==> src/rtl/fir_sample_feeder_if.sv <==
// Producer-side handshake and filter-side strobe bundle for fir_sample_feeder.
// master = producer/filter environment, slave = the feeder itself.
interface fir_sample_feeder_if #(
  parameter int DATA_WIDTH = 8,
  parameter int DEPTH      = 8
);
  localparam int LW = $clog2(DEPTH) + 1;

  logic [DATA_WIDTH-1:0] in_data;
  logic                  in_valid;
  logic                  in_ready;
  logic                  flush;
  logic [DATA_WIDTH-1:0] output_data;
  logic                  output_data_flag;
  logic [LW-1:0]         level;

  modport master (
    output in_data, in_valid, flush,
    input  in_ready, output_data, output_data_flag, level
  );

  modport slave (
    input  in_data, in_valid, flush,
    output in_ready, output_data, output_data_flag, level
  );
endinterface

==> src/rtl/fir_sample_feeder.sv <==
// Buffers producer samples and emits them as 1-cycle strobes at least GAP cycles apart;
// 1 cycle from push to strobe when idle; in_ready drops only when the FIFO holds DEPTH samples.
module fir_sample_feeder #(
  parameter int DATA_WIDTH = 8,
  parameter int DEPTH      = 8,
  parameter int GAP        = 10
) (
  input logic                clk,
  input logic                rst_n,
  fir_sample_feeder_if.slave bus
);
  localparam int PW = $clog2(DEPTH);
  localparam int LW = PW + 1;
  localparam int CW = (GAP > 1) ? $clog2(GAP) : 1;
  localparam logic [LW-1:0] FULL   = LW'(DEPTH);
  localparam logic [CW-1:0] RELOAD = CW'(GAP - 1);

  typedef enum logic {IDLE, SPACING} pace_t;

  pace_t                 state_q, state_d;
  logic [CW-1:0]         cnt_q, cnt_d;
  logic [DATA_WIDTH-1:0] mem [DEPTH];
  logic [PW-1:0]         wr_ptr, rd_ptr;
  logic [LW-1:0]         level_q;
  logic [DATA_WIDTH-1:0] data_q;
  logic                  flag_q;
  logic                  in_ready;
  logic                  push;
  logic                  issue;

  // A full FIFO refuses a push even when a pop happens on the same edge.
  assign in_ready = (level_q != FULL);
  assign push     = bus.in_valid && in_ready && !bus.flush;

  always_comb begin
    state_d = state_q;
    cnt_d   = cnt_q;
    issue   = 1'b0;
    if (bus.flush) begin
      state_d = IDLE;
      cnt_d   = '0;
    end else begin
      case (state_q)
        IDLE: begin
          if (level_q != '0) begin
            issue = 1'b1;
            if (GAP > 1) begin
              state_d = SPACING;
              cnt_d   = RELOAD;
            end
          end
        end
        SPACING: begin
          cnt_d = cnt_q - CW'(1);
          if (cnt_q == CW'(1)) state_d = IDLE;
        end
      endcase
    end
  end

  always_ff @(posedge clk or negedge rst_n) begin
    if (!rst_n) begin
      state_q <= IDLE;
      cnt_q   <= '0;
      wr_ptr  <= '0;
      rd_ptr  <= '0;
      level_q <= '0;
      data_q  <= '0;
      flag_q  <= 1'b0;
    end else begin
      state_q <= state_d;
      cnt_q   <= cnt_d;
      if (bus.flush) begin
        wr_ptr  <= '0;
        rd_ptr  <= '0;
        level_q <= '0;
        flag_q  <= 1'b0;
      end else begin
        flag_q <= issue;
        if (push) wr_ptr <= wr_ptr + PW'(1);
        if (issue) begin
          rd_ptr <= rd_ptr + PW'(1);
          data_q <= mem[rd_ptr];
        end
        case ({push, issue})
          2'b10:   level_q <= level_q + LW'(1);
          2'b01:   level_q <= level_q - LW'(1);
          default: level_q <= level_q;
        endcase
      end
    end
  end

  // Storage needs no reset: level and pointers decide what is valid.
  always_ff @(posedge clk) begin
    if (push) mem[wr_ptr] <= bus.in_data;
  end

  assign bus.in_ready         = in_ready;
  assign bus.output_data      = data_q;
  assign bus.output_data_flag = flag_q;
  assign bus.level            = level_q;
endmodule
==> src/flat_wrapper.sv <==
// flat-port wrapper written by rule: the top's interface ports become plain ports
module fir_sample_feeder_flat 
#(
  parameter int DATA_WIDTH = 8,
  parameter int DEPTH      = 8,
  parameter int GAP        = 10
)
  (clk, rst_n, bus_in_data, bus_in_valid, bus_flush, bus_in_ready, bus_output_data, bus_output_data_flag, bus_level);
  fir_sample_feeder_if #(.DATA_WIDTH(DATA_WIDTH), .DEPTH(DEPTH)) bus_i ();
  input logic clk;
  input logic rst_n;
  input wire logic [$bits(bus_i.in_data)-1:0] bus_in_data;
  input wire logic [$bits(bus_i.in_valid)-1:0] bus_in_valid;
  input wire logic [$bits(bus_i.flush)-1:0] bus_flush;
  output wire logic [$bits(bus_i.in_ready)-1:0] bus_in_ready;
  output wire logic [$bits(bus_i.output_data)-1:0] bus_output_data;
  output wire logic [$bits(bus_i.output_data_flag)-1:0] bus_output_data_flag;
  output wire logic [$bits(bus_i.level)-1:0] bus_level;
  assign bus_i.in_data = bus_in_data;
  assign bus_i.in_valid = bus_in_valid;
  assign bus_i.flush = bus_flush;
  assign bus_in_ready = bus_i.in_ready;
  assign bus_output_data = bus_i.output_data;
  assign bus_output_data_flag = bus_i.output_data_flag;
  assign bus_level = bus_i.level;
  fir_sample_feeder #(.DATA_WIDTH(DATA_WIDTH), .DEPTH(DEPTH), .GAP(GAP)) u_core (.clk(clk), .rst_n(rst_n), .bus(bus_i));
endmodule
==> config.mk <==
export PLATFORM = sky130hd
export DESIGN_NAME = fir_sample_feeder_flat
export DESIGN_NICKNAME = d
export VERILOG_FILES = /design/src/rtl/fir_sample_feeder_if.sv /design/src/rtl/fir_sample_feeder.sv /design/src/flat_wrapper.sv
export SDC_FILE = /design/constraint.sdc
export NUM_CORES = 1
export LEC_CHECK = 0
export CORE_MARGIN = 2
export CORE_UTILIZATION = 62
export CTS_CLUSTER_SIZE = 10
export DETAILED_ROUTE_END_ITERATION = 10
export GPL_TIMING_DRIVEN = 0
export PLACE_DENSITY = 0.83
export SLEW_MARGIN = 10
export SYNTH_ARGS = -nofsm -noshare
export SYNTH_HDL_FRONTEND = slang
export SYNTH_SLANG_ARGS = --single-unit
==> constraint.sdc <==
create_clock -name clk -period 4.69 [get_ports clk]
set_input_delay 0.938 -clock clk [delete_from_list [all_inputs] [get_ports clk]]
set_output_delay 0.938 -clock clk [all_outputs]
set_load 0.05 [all_outputs]
==> impl_metrics.ini <==
[synth]
synth_top_area_frac = 0.522
synth_ff_type = edfxtp_1
synth_largest_area_cell = edfxtp_1
async_flop_share = 0.273
synth.avg_cell_area_sq_um = 16.0
netlist_area_sq_um = 3680
synth_nets = 248
ys.warnings.count = 0
netlist-cell-type-count = 42
ys_seq_area_frac = 0.685
syn-instance-count = 230
ys_seq_elements = 88
synth_edf_count = 64
synth.area.top_cells = edfxtp_1 52%, dfrtp_1 16%, mux4_2 9.8%

[cells_and_area]
areaGrowthSynthToFinish_pct = 15.5
layout_commonest_cell = edfxtp_1
final_nets = 287
layout_common_cells = 64 x edfxtp_1, 25 x clkdlybuf4s50_1, 24 x dfrtp_1
fillCellCount = 372
n_antenna_cell = 0
drive_above_1_share = 0.190

[die]
initial_core_util = 0.634
coreArea_sq_um = 5820
die_y_um = 81.1
die_area_sq_um = 6580
die_x_um = 81.1
ios = 26
rows = 28

[timing]
finalClockSkew_ns = 0.00927
setup_violations = 0
worst_pin_slew_ns = 1.06
holdWs_ns = 0.485
post-route-min-period_ns = 3.29
fmax_ghz = 0.304
hold_viol = 0
rsz0062_at_grt = no
finalSetupTns_ns = 0
fin_crit_sh = 0.701
slew_headroom = 0.291
drv_slew = 0

[cts]
holdBufCountCts = 0
path_clk_slew_ns = 0.08
cts_resized = 0
cts_sinks = 88
post_cts_buffers = 0
cts_htree_levels = 3
cts_tree = yes
clockRootBuffer = clkbuf_8
cts_max_path_buffers = 2
clkLatencyLatePin_ns = 0.35
cts_buffers = 9

[global_routing]
grt_pass1_wl_um = 10600
antenna_found_initial = 0
grt_pass1_vias = 2012
grt_overflow = 0
gr-usage-all-layers = 0.230
grt_start_max_net_pins = 25

[setup_path]
worstPathArrival_ns = 3.53
reg2reg_depth = 10
crit_type = flop to flop
cp-start-kind = flop
cp.required_ns = 4.93
end_kind = flop
cp_max_fo = 10
r2r_setup_slack_ns = 1.40

[drt]
drtAntennaViolNets = 0
drtIter0Drc = 241
drt_pre_antenna_iters = 4
drc = 0
vias_per_cell = 5.96
wl_per_cell_um = 19.4
vias = 2079
wl_um = 6760

[place]
io_buffers = 25
hpwl_um = 4800
place_congestion = 0.750

[power]
power_density_nw_per_um2 = 550
irDropWorstVdd_v = 0.000382
p_leak_uw = 0.00150

[run]
maxCapViolCount = 0

[outcome]
outcome = complete, no violations

[hold_path]
min_path_cells = 2
hold_class = flop to flop
-- layout make-up --
class	count	area, sq um	area share
Inverter	4	15.0	0.00353
Timing Repair Buffer	28	273	0.0641
Buffer	13	76.3	0.0179
Clock buffer	9	124	0.0291
Multi-Input combinational cell	125	1100	0.258
Tap cell	75	93.8	0.0221
Sequential cell	88	2520	0.593
Clock inverter	7	52.6	0.0123
-- flip-flops by register name, indices dropped and copies added, names as in the netlist --
name                         count
u_core.bus.output_data           8
u_core.bus.output_data_flag      1
u_core.state_q                   1
u_core.rd_ptr                    3
u_core.mem                      64
u_core.bus.level                 4
u_core.wr_ptr                    3
u_core.cnt_q                     4
-- metal layers --
layer / vias to the layer above / part of all wire / wire length [um] / global-route usage
met2: 66 / 0.50 / 3410 / 0.364
met4: 0 / 0.0099 / 67 / 0.0814
met5: - / 0 / 0 / 0
met3: 6 / 0.060 / 405 / 0.0400
met1: 1041 / 0.43 / 2880 / 0.328
li1: 966 / - / - / -
-- cell families (layout without fill, tap and decap cells) --
| kind of cell | after synthesis | in the layout | synth area share |
|---|---|---|---|
| AO/OA/AOI/OAI | 29 | 29 | 0.0513 |
| XOR/XNOR | 9 | 9 | 0.0214 |
| adder cells (fa/ha/maj) | 6 | 6 | 0.0204 |
| buffers and inverters | 17 | 61 | 0.0248 |
| flip-flops | 88 | 88 | 0.685 |
| multiplexers | 24 | 24 | 0.120 |
| AND/OR/NAND/NOR | 57 | 57 | 0.0781 |
-- synth_stat cells (2+ instances only) --
master    number
xor2_1         5
ha_1           6
inv_1          4
nand3_1        3
or3_1          2
edfxtp_1      64
mux4_2        16
buf_6          3
clkbuf_1       5
nor2_1        17
o21ai_0       12
nor4_1         2
or4_1          2
nor3_1         6
xnor2_1        4
a211oi_1       3
mux2i_1        8
a21oi_1        4
buf_2          4
nand2_1       15
dfrtp_1       24
-- where the power goes --
| part | switching (uW) | internal, uW |
|---|---|---|
| Sequential | 73.3 | 930 |
| Clock | 271 | 197 |
| Combinational | 516 | 351 |
| Total | 860 | 1480 |
-- per-stage QoR --
step                      std cells  worst slack (ns)  instance area (sq um)   util  power (uW)
after global routing            349              1.14                   4260  0.732        2480
after global placement          330             0.601                   4030  0.693        1860
after detailed placement        333              1.09                   4080  0.701        1900
final                           349              1.40                   4260  0.732        2340
after floorplan                 230              1.47                   3680      -        1640
after CTS                       349              1.44                   4260  0.732        2360
-- final timing paths --
path,to,from
worst max-delay path,u_core.bus.level[3]$_DFFE_PN0P_,u_core.bus.level[1]$_DFFE_PN0P_
worst min-delay path,u_core.bus.output_data[1]$_DFFE_PN0P_,u_core.bus.output_data[1]$_DFFE_PN0P_
worst min register to register,u_core.bus.output_data[1]$_DFFE_PN0P_,u_core.bus.output_data[1]$_DFFE_PN0P_
max in group asynchronous,u_core.rd_ptr[0]$_DFFE_PN0P_,rst_n
worst max register to register,u_core.bus.level[3]$_DFFE_PN0P_,u_core.bus.level[1]$_DFFE_PN0P_
min in group asynchronous,u_core.bus.output_data[2]$_DFFE_PN0P_,rst_n
-- critical path: stages (launching register included) --
cell     delay (ns)
dfrtp_1        0.40
buf_6          0.14
nor4_1         0.84
or3_1          0.20
buf_2          0.19
nor2_1         0.09
ha_1           0.32
a31o_2         0.27
a21o_1         0.18
or3_1          0.31
a32o_1         0.24
Power figures use the tool's default switching activity.
